## config.mk

```make
export PLATFORM = sky130hd
export DESIGN_NAME = parser_dispatch
export DESIGN_NICKNAME = d
export VERILOG_FILES = /design/src/rtl/parser_dispatch_pkg.sv /design/src/rtl/parser_dispatch_rr_pick.sv /design/src/rtl/parser_dispatch.sv
export SDC_FILE = /design/constraint.sdc
export NUM_CORES = 1
export LEC_CHECK = 0
export ABC_AREA = 1
export CAP_MARGIN = 5
export CORE_AREA = 2 2 136 125
export DETAILED_ROUTE_END_ITERATION = 10
export DIE_AREA = 0 0 138 127
export PLACE_DENSITY = 0.76
export SYNTH_ARGS = -nofsm -noshare
export SYNTH_HDL_FRONTEND = slang
export SYNTH_SLANG_ARGS = --single-unit
export TNS_END_PERCENT = 50
```

## constraint.sdc

```tcl
create_clock -name clk -period 8.35 [get_ports clk]
set_clock_uncertainty 0.05 [all_clocks]
set_input_delay 1.67 -clock clk [delete_from_list [all_inputs] [get_ports clk]]
set_output_delay 1.67 -clock clk [all_outputs]
set_load 0.01 [all_outputs]
```

## src/rtl/parser_dispatch_pkg.sv

```systemverilog
// Shared constants for the token dispatcher: default geometry and FSM state encoding.
// Imported by the dispatcher top and its helpers.
package parser_dispatch_pkg;

  localparam int NUM_PARSER_DEF = 6;
  localparam int TOKEN_W_DEF    = 64;
  localparam int COUNT_W        = 16;

  localparam logic [2:0] ST_IDLE = 3'd0;
  localparam logic [2:0] ST_LOAD = 3'd1;
  localparam logic [2:0] ST_HOLD = 3'd2;
  localparam logic [2:0] ST_SEND = 3'd3;
  localparam logic [2:0] ST_DONE = 3'd4;

  typedef logic [COUNT_W-1:0] count_t;

endpackage

```

## src/rtl/parser_dispatch_rr_pick.sv

```systemverilog
// Combinational round-robin picker: first set request at or after start, wrapping at N-1 -> 0.
module rr_pick #(
  parameter int N  = 6,
  parameter int IW = $clog2(N)
) (
  input  logic [N-1:0]  req,
  input  logic [IW-1:0] start,
  output logic          found,
  output logic [IW-1:0] index
);

  // One spare bit so start + offset never overflows before the wrap subtract.
  logic [IW:0] pos;

  always_comb begin
    found = 1'b0;
    index = '0;
    pos   = '0;
    for (int i = 0; i < N; i++) begin
      pos = {1'b0, start} + (IW+1)'(i);
      if (pos >= (IW+1)'(N)) pos = pos - (IW+1)'(N);
      if (!found && req[pos[IW-1:0]]) begin
        found = 1'b1;
        index = pos[IW-1:0];
      end
    end
  end

endmodule

```

## src/rtl/parser_dispatch.sv

```systemverilog
// Pops preparsed tokens from a FWFT FIFO one at a time and hands each to the next
// ready parser in round-robin order; signals when a finished page has been fully dispatched.
module parser_dispatch
  import parser_dispatch_pkg::*;
#(
  parameter int NUM_PARSER = NUM_PARSER_DEF,
  parameter int TOKEN_W    = TOKEN_W_DEF
) (
  input  logic                  clk,
  input  logic                  rst_n,
  input  logic                  tf_empty,
  input  logic [TOKEN_W-1:0]    tf_dout,
  output logic                  tf_rd,
  input  logic [NUM_PARSER-1:0] ps_ready,
  output logic [NUM_PARSER-1:0] ps_valid,
  output logic [TOKEN_W-1:0]    ps_data,
  input  logic                  page_input_finish,
  output logic                  page_dispatched,
  output logic [COUNT_W-1:0]    token_count
);

  localparam int PW = (NUM_PARSER > 1) ? $clog2(NUM_PARSER) : 1;

  logic [2:0]            state;
  logic [TOKEN_W-1:0]    hold_data;
  logic [NUM_PARSER-1:0] target;
  logic [PW-1:0]         rr_ptr;
  logic                  armed;
  count_t                count;

  logic                  pick_found;
  logic [PW-1:0]         pick_idx;
  logic [PW-1:0]         next_ptr;

  rr_pick #(
    .N  (NUM_PARSER),
    .IW (PW)
  ) u_rr_pick (
    .req   (ps_ready),
    .start (rr_ptr),
    .found (pick_found),
    .index (pick_idx)
  );

  assign next_ptr = (pick_idx == PW'(NUM_PARSER - 1)) ? '0 : pick_idx + PW'(1);

  // Strobes are gated by rst_n so a reset landing in IDLE or SEND neither pops nor dispatches.
  assign tf_rd           = rst_n && (state == ST_IDLE) && !tf_empty;
  assign ps_valid        = (rst_n && (state == ST_SEND)) ? target : '0;
  assign page_dispatched = rst_n && (state == ST_DONE);
  assign token_count     = count;

  // The FIFO head advances on the pop edge, so the token is latched on that same edge.
  always_ff @(posedge clk) begin
    if (state == ST_IDLE && !tf_empty) hold_data <= tf_dout;
  end

  always_ff @(posedge clk) begin
    if (!rst_n) begin
      state   <= ST_IDLE;
      ps_data <= '0;
      target  <= '0;
      rr_ptr  <= '0;
      armed   <= 1'b1;
      count   <= '0;
    end else begin
      case (state)
        ST_IDLE: begin
          if (!page_input_finish) armed <= 1'b1;
          if (!tf_empty) begin
            state <= ST_LOAD;
          end else if (page_input_finish && armed) begin
            state <= ST_DONE;
            armed <= 1'b0;
          end
        end
        ST_LOAD: state <= ST_HOLD;
        ST_HOLD: begin
          // Target is frozen here; later ps_ready changes cannot redirect the token.
          if (pick_found) begin
            target  <= NUM_PARSER'(1) << pick_idx;
            ps_data <= hold_data;
            rr_ptr  <= next_ptr;
            state   <= ST_SEND;
          end
        end
        ST_SEND: begin
          count <= count + count_t'(1);
          state <= ST_IDLE;
        end
        ST_DONE: begin
          count <= '0;
          state <= ST_IDLE;
        end
        default: state <= ST_IDLE;
      endcase
    end
  end

endmodule

```

# Word-level counts from Yosys, hierarchy flattened
# Index checks and enable logic that the tools add are counted.
# Widths: inputs -> output; s select.
[op_classes]
addsub = 13
n_lt_le_gt_ge = 12
n_eq_ne = 7
n_shift = 1
n_mux = 40
reduce_logical = 21
[op_table]
columns = ["cell", "count"]
rows = [
  ["$mux 3", 16],
  ["$pmux 16 s2", 1],
  ["$lt 3x4->1 const B", 6],
  ["$ge 4x3->1 const B", 5],
  ["$bmux 1 s3", 6],
  ["$sub 3x3->3 const B", 6],
  ["$add 16x1->16 const B", 1],
  ["$mux 1", 15],
  ["$logic_and 1x1->1", 11],
  ["$pmux 3 s3", 1],
  ["$add 3x2->4 const B", 2],
  ["$add 3x3->4 const B", 2],
  ["$eq 3x2->1 const B", 2],
  ["$eq 3x3->1 const B", 2],
  ["$logic_not 1->1", 6],
  ["$mux 6", 1],
  ["$shl 1x3->6 const A", 1],
  ["$add 3x1->4 const B", 1],
  ["$reduce_and 2->1", 2],
  ["$add 3x1->3 const B", 1],
  ["$eq 3x1->1 const B", 1],
  ["$ge 3x3->1 const B", 1],
  ["$logic_not 3->1", 1],
  ["$ne 3x2->1 const B", 1],
  ["2 further kinds", 2],
]
[word_totals]
register_bits = 157
in_bits = 74
elab_cells = 101

# Longest topological paths before layout
[depth]
ltp_word = 22
ltp_mapped = 23

# Hierarchy
# A second synthesis with hierarchy kept.
[hier_totals]
hier_cells = 730
hier_area_um2 = 6483.7
[by_module_without_submodules]
columns = ["module", "n_inst", "cells_each", "area_each_um2"]
rows = [
  ["parser_dispatch", 1, 560, 5562.8],
  ["rr_pick", 1, 170, 920.9],
]

# Worst setup path before layout
# No wires, ideal clock.
[synth_path]
kind = "input-to-reg"
startpoint = "in tf_empty"
endpoint = "reg hold_data[0] (enable)"
setup_time_ps = 488
arrival_ps = 4369
required_time_ps = 7812
setup_slack_ps = 3443
stages = 1
path_cell_list = "nor2_1"
[synth_between]
elab_chain_cells = 2
[synth_rtl]
columns = ["item", "line_no", "text"]
rows = [
  ["start: declaration", "parser_dispatch.sv:11", "input logic tf_empty,"],
  ["$logic_not 1->1", "-", ""],
  ["$logic_and 1x1->1", "parser_dispatch.sv:55", "if (state == ST_IDLE && !tf_empty) hold_data <= tf_dout;"],
  ["end signal: assignment", "parser_dispatch.sv:55", ""],
  ["end: declaration", "parser_dispatch.sv:25", "logic [TOKEN_W-1:0] hold_data;"],
]
# No other way between the ends.
# A chain may end at the register's enable or synchronous reset.

# Worst setup path after layout
[layout_path]
startpoint = "in rst_n"
endpoint = "out ps_valid[0]"
[layout_between]
elab_chain_cells = 2
[layout_rtl]
columns = ["item", "line_no", "text"]
rows = [
  ["start: declaration", "parser_dispatch.sv:10", "input logic rst_n,"],
  ["$logic_and 1x1->1", "parser_dispatch.sv:49", "assign ps_valid = (rst_n && (state == ST_SEND)) ? target : '0;"],
  ["$mux 6", "parser_dispatch.sv:49", ""],
  ["end: declaration", "parser_dispatch.sv:15", "output logic [NUM_PARSER-1:0] ps_valid,"],
]
# No other way between the ends.

==> impl_metrics.csv <==
group,metric,value,unit
outcome,status,"completed",
synth,synthArstFlopShare,0,
clocking,cts.sinks,157,
setup_path,critPathKind,"in -> out",
global_route,grt_pass1_wl,24800,um
setup_path,critical_path.startpoint,"rst_n",
routing,drcViolationCount,0,
layout,final_common_cell,"nor2_1",
sta,timing.setup.tns,0,ns
synth,ys_seq_area_frac,0.600,
sta,fin_crit_sh,0.615,
clocking,cts-resized-gates,0,
clocking,htreeDepth,4,
layout,final_cell_mix,"nor2_1, clkdlybuf4s50_1, dfxtp_1, nand2_1, o21ai_0",
setup_path,reg2reg_slack,4.16,ns
die,core,16000,sq um
die,die_w,138,um
sta,setup_viol,0,
global_route,first_global_vias,5150,
die,ioPinCount,162,
clocking,cts_root_buf,"clkbuf_16",
layout,syn2layout_area_growth,36.4,%
routing,via_per_inst,4.75,
layout,nNetsFinal,933,
routing,wirelength,14600,um
global_route,antenna_found_initial,0,
sta,worst_pin_slew,1.01,ns
setup_path,cp-start-kind,"input port",
routing,drtIter0Drc,360,
clocking,max-clock-path-buffers,2,
sta,period_needed,5.13,ns
clocking,cts_tree,"done",
setup_path,cp-end-kind,"output port",
layout,regArea,3780,sq um
placement,finalWeightedCongestion,0.874,
synth,synth_seq_cells,157,
pwr,p_per_area,236,nW/um^2
routing,avgRoutedWirePerCell,13.7,um
hold_path,hp-class,"reg -> reg",
sta,relSlewSlack,0.322,
sta,fmax,195,MHz
clocking,insertion_delay,0.42,ns
setup_path,rr_startpoint,"rr_ptr[0]",
global_route,overflow,0,
sta,rsz0062_at_grt,"no",
setup_path,reg2regPathDepth,18,
pwr,vdd_ir_drop_max,147,uV
synth,synth_edf_count,64,
die,start_util,0.395,
synth,yosysUniqueCellTypes,42,
clocking,cts.clk_slew.worst_paths,0.06,ns
global_route,grt_usage,0.174,
job,cap_violations,0,
placement,place_hpwl,9870,um
setup_path,worstPathArrival,3.41,ns
synth,netlist_instances,693,
sta,drv_slew,0,
synth,ys.flop_type,"dfxtp_1",
routing,drt_pass1_iterations,5,
clocking,hold_buffers,0,
pwr,total_leakage_power,0.00319,uW
synth,synth_area_per_cell,9.09,sq um
global_route,grt_max_degree,79,
layout,diodes,0,
placement,port_buffers,161,
routing,num_vias,5076,
clocking,postCtsSetupBuffers,0,
synth,synth_fp_nets,777,
layout,multi_input_area,2150,sq um
synth,syn-cell-area,6300,sq um
die,rows,44,
layout,fillCellCount,1449,
setup_path,r2r_end,"target[0]",
setup_path,endpoint,"ps_valid[0]",
clocking,numCtsBuffers,17,
synth,yosysWarnings,0,
sta,whs,0.428,ns
die,dieArea,17500,sq um
setup_path,worstPathMaxFanout,78,
routing,ant_nets,0,
setup_path,critPathRequiredTime,6.63,ns
die,die_y,127,um
layout,drive_gt1_frac,0.0708,
sta,hold_violations,0,
[synthesized netlist by cell type (2+ instances only)]
master	number	area, sq um
nand3_2	3	30.0
a221oi_1	2	17.5
nor2_1	162	608
nand3_1	36	180
nand4_1	4	25.0
edfxtp_1	64	1920
o21ai_2	2	17.5
buf_2	10	50.1
nand2_2	6	37.5
inv_1	55	206
o211ai_1	3	22.5
dfxtp_1	93	1860
inv_2	5	18.8
a211oi_1	2	15.0
a21oi_1	21	105
xor2_1	4	35.0
nand2_1	83	312
buf_6	3	33.8
o21ai_1	14	70.1
a21oi_2	3	26.3
nor3_1	6	30.0
o21ai_0	74	370
clkbuf_1	10	37.5
ha_1	10	125
[state kept, by name (all words and copies together) (netlist names)]
register     cells
ps_data         64
state            3
token_count     16
rr_ptr           3
hold_data       64
armed            1
target           6
[kinds of logic (layout without fill, tap and decap cells)]
logic type,count (synthesis),in the layout,share of synthesized area
AO/OA/AOI/OAI,125,125,0.107
XOR/XNOR,5,5,0.00695
flip-flops,157,157,0.600
AND/OR/NAND/NOR,308,308,0.207
adder cells (fa/ha/maj),10,10,0.0199
buffers and inverters,88,257,0.0592
[metrics by stage]
stage	utilization	power (uW)	instances	worst slack (ns)	cell area, sq um
finish	0.538	2030	1069	3.22	8600
global route	0.538	2140	1069	3.04	8600
global placement	0.504	1320	1037	3.28	8050
detailed placement	0.504	1330	1037	3.23	8050
CTS	0.538	2050	1069	3.23	8600
floorplan	-	1170	693	3.44	6300
[power by group]
part	leakage (uW)	switching [uW]	internal [uW]
sequential	0.00136	33.7	886
combinational	0.00155	232	166
clock	0.000271	303	409
total	0.00319	568	1460
[cell type report]
| type | instances | share of cell area |
|---|---|---|
| Clock buffer | 18 | 0.0499 |
| Clock inverter | 14 | 0.0134 |
| Inverter | 62 | 0.0274 |
| Multi-Input combinational cell | 448 | 0.250 |
| Sequential cell | 157 | 0.440 |
| Tap cell | 207 | 0.0301 |
| Timing Repair Buffer | 163 | 0.189 |
[layer usage]
| layer | track usage | share of wire |
|---|---|---|
| met2 | 0.285 | 0.46 |
| met1 | 0.212 | 0.44 |
| met5 | 0 | 0 |
| met3 | 0.0678 | 0.086 |
| met4 | 0.0564 | 0.018 |
[how the worst min path moves through the flow]
stage | start | end | slack, ns | depth (start not counted)
2_1_floorplan | target[3] | target[3] | 0.38 | 2
3_3_place_gp | armed | armed | 0.41 | 2
3_5_place_dp | ps_data[42] | ps_data[42] | 0.42 | 2
4_1_cts | ps_data[42] | ps_data[42] | 0.44 | 2
5_1_grt | target[0] | target[0] | 0.45 | 2
6_report | ps_data[42] | ps_data[42] | 0.43 | 2
[worst max-delay path, cell delays in order]
cell,delay (ns)
buf_2,0.11
buf_4,0.55
nand2_1,0.30
nor2_1,0.20
clkdlybuf4s50_1,0.55
No activity file was read; power rests on OpenSTA's default activity.
